## src/rtl/mem_arbiter.sv

```systemverilog
// Fixed-priority two-port arbiter in front of a single-port synchronous memory.
// Port 0 wins ties; a starvation counter forces a port-1 grant after STARVE_LIMIT port-0 wins.
module mem_arbiter #(
    parameter int STARVE_LIMIT = 4
) (
    input  logic        CLK,
    input  logic        RST_N,
    input  logic        Req0,
    input  logic        Req1,
    input  logic        We0,
    input  logic        We1,
    input  logic [15:0] Addr0,
    input  logic [15:0] Addr1,
    input  logic [7:0]  WData0,
    input  logic [7:0]  WData1,
    output logic        Gnt0,
    output logic        Gnt1,
    output logic        RValid0,
    output logic        RValid1,
    output logic [7:0]  RData,
    output logic        MemWE,
    output logic [15:0] MemAddr,
    output logic [7:0]  MemDataIn,
    input  logic [7:0]  MemDataOut
);

    localparam logic [3:0] LIMIT = 4'(STARVE_LIMIT);

    logic        starve;
    logic        gnt0;
    logic        gnt1;
    logic        accept;
    logic        sel_we;
    logic [15:0] sel_addr;
    logic [7:0]  sel_wdata;

    logic [3:0]  cnt_reg;
    logic [3:0]  cnt_next;
    logic        mem_we_reg;
    logic [15:0] mem_addr_reg;
    logic [7:0]  mem_wdata_reg;
    logic        rd_v1_reg;
    logic        rd_p1_reg;
    logic        rd_v2_reg;
    logic        rd_p2_reg;
    logic [1:0]  rvalid;

    // Grants are masked by reset so nothing is accepted while RST_N is low.
    always_comb begin
        starve    = Req1 && (cnt_reg == LIMIT);
        gnt0      = RST_N && Req0 && !starve;
        gnt1      = RST_N && Req1 && !gnt0;
        accept    = gnt0 || gnt1;
        sel_we    = gnt1 ? We1    : We0;
        sel_addr  = gnt1 ? Addr1  : Addr0;
        sel_wdata = gnt1 ? WData1 : WData0;
    end

    always_comb begin
        cnt_next = cnt_reg;
        if (!Req1 || gnt1) begin
            cnt_next = '0;
        end else if (gnt0 && (cnt_reg != LIMIT)) begin
            cnt_next = cnt_reg + 4'd1;
        end
    end

    always_ff @(posedge CLK or negedge RST_N) begin
        if (!RST_N) begin
            cnt_reg       <= '0;
            mem_we_reg    <= 1'b0;
            mem_addr_reg  <= '0;
            mem_wdata_reg <= '0;
            rd_v1_reg     <= 1'b0;
            rd_p1_reg     <= 1'b0;
            rd_v2_reg     <= 1'b0;
            rd_p2_reg     <= 1'b0;
        end else begin
            cnt_reg    <= cnt_next;
            mem_we_reg <= accept && sel_we;
            if (accept) begin
                mem_addr_reg  <= sel_addr;
                mem_wdata_reg <= sel_wdata;
            end
            // Two stages line up with the memory's registered read.
            rd_v1_reg <= accept && !sel_we;
            rd_p1_reg <= gnt1;
            rd_v2_reg <= rd_v1_reg;
            rd_p2_reg <= rd_p1_reg;
        end
    end

    genvar gi;
    generate
        for (gi = 0; gi < 2; gi++) begin : g_rvalid
            assign rvalid[gi] = rd_v2_reg && (rd_p2_reg == 1'(gi));
        end
    endgenerate

    assign Gnt0      = gnt0;
    assign Gnt1      = gnt1;
    assign RValid0   = rvalid[0];
    assign RValid1   = rvalid[1];
    assign RData     = MemDataOut;
    assign MemWE     = mem_we_reg;
    assign MemAddr   = mem_addr_reg;
    assign MemDataIn = mem_wdata_reg;

endmodule

```

## config.mk

```make
export PLATFORM = sky130hd
export DESIGN_NAME = mem_arbiter
export DESIGN_NICKNAME = d
export VERILOG_FILES = /design/src/rtl/mem_arbiter.sv
export SDC_FILE = /design/constraint.sdc
export NUM_CORES = 1
export LEC_CHECK = 0
export ABC_CLOCK_PERIOD_IN_PS = 1500
export CORE_ASPECT_RATIO = 1.75
export CORE_MARGIN = 2
export CORE_UTILIZATION = 23
export CTS_BUF_LIST = sky130_fd_sc_hd__clkbuf_8
export CTS_CLUSTER_DIAMETER = 150
export DETAILED_ROUTE_END_ITERATION = 16
export PLACE_DENSITY_LB_ADDON = 0.3
export RECOVER_POWER = 100
export SLEW_MARGIN = 5
export SYNTH_ARGS = -nofsm -noshare
export SYNTH_HDL_FRONTEND = slang
export SYNTH_SLANG_ARGS = --single-unit
```

## constraint.sdc

```tcl
create_clock -name CLK -period 1.5 [get_ports CLK]
set_input_delay 0.375 -clock CLK [delete_from_list [all_inputs] [get_ports CLK]]
set_output_delay 0.375 -clock CLK [all_outputs]
set_load 0.005 [all_outputs]
```

==> impl_metrics.toml <==
[run_status]
status = "complete, but fails checks"
violations = "negative setup slack"

[logic_synthesis]
yosys-top-cells-area = "dfrtp_1 44%, mux2_4 30%, mux2_2 7.2%"
synth_area_um2 = 1880
synth.avg_cell_area_um2 = 14.8
ys_types = 30
syn_inst = 127
yosys_warnings = 0
synth_top_area_frac = 0.439
yosysTopAreaCell = "dfrtp_1"
ys.flop_type = "dfrtp_1"
async_flop_share = 1.00
syn-num-nets = 191
ys_seq_elements = 33
synth_edf_count = 0
yosysSeqAreaShare = 0.439

[floorplan]
die_w_um = 72.4
ioPinCount = 99
dieArea_um2 = 8950
die_y_um = 124
core-area_um2 = 7910
rows = 43
start_util = 0.238

[critical_path]
crit_fanout = 3
crit_path_end_kind = "output pin"
crit_required_ns = 1.12
rrSetupSlack_ns = -0.23
critPathKind = "reg -> out"
crit_arrival_ns = 1.36
start_kind = "flop"

[placed_design]
place.gp.congestion = 0.680
dpl.hpwl_mm = 3.42
post-place-ws_ns = -0.638
io_buffers = 82
placed_cells = 299

[drt]
vias = 1361
routed_wirelength_mm = 5.02
drt_first_iter_violations = 28
antenna_left = 0
via_per_inst = 4.23
dr.pass1.iters = 4
wl_per_cell_um = 15.6
drcViolationCount = 0

[final_layout]
fin_cells = 322
n_fill_cell = 782
largest_register_ffs = 16
multi_input_area_um2 = 930
diodes = 0
area_growth_pct = 64.4
drive_gt1_frac = 0.427
nNetsFinal = 295
ff_latch_area_um2 = 826

[grt]
grt_pass1_wl_mm = 7.31
grt_start_max_net_pins = 26
antenna_found_initial = 0
use_met3 = 0.0227
grt_util_met1 = 0.104
grt_overflow = 0
grt_pass1_vias = 1520
grt_util_met2 = 0.225
gr-max-usage-layer = "met2"
grt_usage = 0.111

[cts]
clkLatencyLatePin_ns = 0.28
cts_hold_buf = 0
cts_buffers = 5
cts_root_buf = "clkbuf_8"
cts_sinks = 33
clockBufferDepth = 2
cts_tree = "yes"
htree_levels = 2
clkTransAtPathRegs_ns = 0.08

[timing]
setup_slack_ns = -0.237
tightest_slew_ns = 0.560
rsz0062_at_grt = "yes"
setup_viol = 29
timing.final.crit_share = 1.16
period_minus_slack_ns = 1.74
fin_skew_ns = 0.00734
fin_tns_setup_ns = -5.24
fmax_mhz = 576
maxSlewViolCount = 0
finalHoldViolations = 0
slew_headroom = 0.627

[hold_path]
hp-class = "in -> async"

[flow_run]
cap_viol_max_count = 0

[power]
power_leakage_nw = 1.50
power-per-cell-area_nw_per_um2 = 877
ir_worst_vdd_v = 0.000371
==> Yosys cell counts, types with 2 or more instances <==
| library cell | number |
|---|---|
| nand2_1 | 2 |
| buf_4 | 9 |
| inv_1 | 3 |
| dfrtp_1 | 33 |
| ha_1 | 2 |
| mux2_4 | 37 |
| mux2_2 | 12 |
| o21ai_0 | 2 |
| nor2b_1 | 2 |
| buf_6 | 4 |
| and3_1 | 2 |
==> stage by stage <==
| stage | area [um^2] | hold WS (ns) | util | power [mW] |
|---|---|---|---|---|
| detailed placement | 2800 | 0.337 | 0.354 | 1.86 |
| global placement | 2800 | 0.335 | 0.354 | 1.85 |
| floorplan | 1890 | 0.0794 | - | 1.45 |
| global route | 3090 | 0.158 | 0.391 | 2.86 |
| CTS | 3060 | 0.154 | 0.387 | 2.76 |
| finish | 3090 | 0.155 | 0.391 | 2.72 |
==> power by group <==
part           switching [mW]  total [mW]  internal, mW
Clock                   0.345       0.880         0.535
Sequential             0.0521        1.05         0.997
Combinational           0.227       0.786         0.559
Total                   0.624        2.72          2.09
==> logic make-up after synthesis <==
group,Yosys count,share of synthesized area
multiplexers,50,0.372
flip-flops,33,0.439
buffers and inverters,18,0.0844
AND/OR/NAND/NOR,17,0.0652
AO/OA/AOI/OAI,7,0.0259
adder cells (fa/ha/maj),2,0.0133
==> cells in the final DEF (no fill, tap or decap), drive strengths merged, types with 2 or more instances in the layout <==
master | synthesis | final
nand3 | 2 | 2
nor2b | 2 | 2
clkdlybuf4s50 | 0 | 51
inv | 3 | 4
ha | 2 | 2
nand2 | 3 | 3
clkbuf | 0 | 8
dlygate4sd2 | 0 | 27
dfrtp | 33 | 33
mux2 | 49 | 49
buf | 15 | 31
and3 | 2 | 2
o21ai | 2 | 2
==> layer usage <==
metal  up-vias  wire (um)
li1        646          -
met1       666       1730
met2        42       2960
met3         7        244
met4         0         80
met5         -          0
==> timing repair <==
| action | 4_1_cts | 5_1_grt |
|---|---|---|
| gates cloned | 1 | 1 |
| resized for setup | 52 | 7 |
| setup buffers | 14 | 1 |
| setup endpoints to repair | 54 | 31 |
| pin swaps | 4 | 2 |
==> worst max-delay path: stages, from the launching register on <==
cell	delay, ns
dfrtp_1	0.40
inv_2	0.09
ha_4	0.14
nand4b_1	0.10
nand3_2	0.10
inv_2	0.06
nor2_4	0.07
buf_2	0.11
==> worst paths after layout <==
| path | to | depth (start not counted) | startpoint |
|---|---|---|---|
| setup reg to reg | MemDataIn[7] | 9 | cnt_reg[0] |
| min in group CLK | rd_p2_reg | 0 | rd_p1_reg |
| setup / recovery | Gnt1 | 7 | cnt_reg[0] |
| hold / removal | MemAddr[7] | 2 | RST_N |
| max in group asynchronous | MemWE | 3 | RST_N |
| hold reg to reg | rd_p2_reg | 0 | rd_p1_reg |
==> final cells by class <==
| cell class | count | area share |
|---|---|---|
| flip-flops and latches | 33 | 0.267 |
| multi-input cells | 76 | 0.300 |
| well taps | 90 | 0.0364 |
| repair buffers | 112 | 0.355 |
| clock inverters | 2 | 0.0109 |
| clock buffers | 6 | 0.0267 |
| inverters | 3 | 0.00364 |
(Power assumes the default switching activity.)
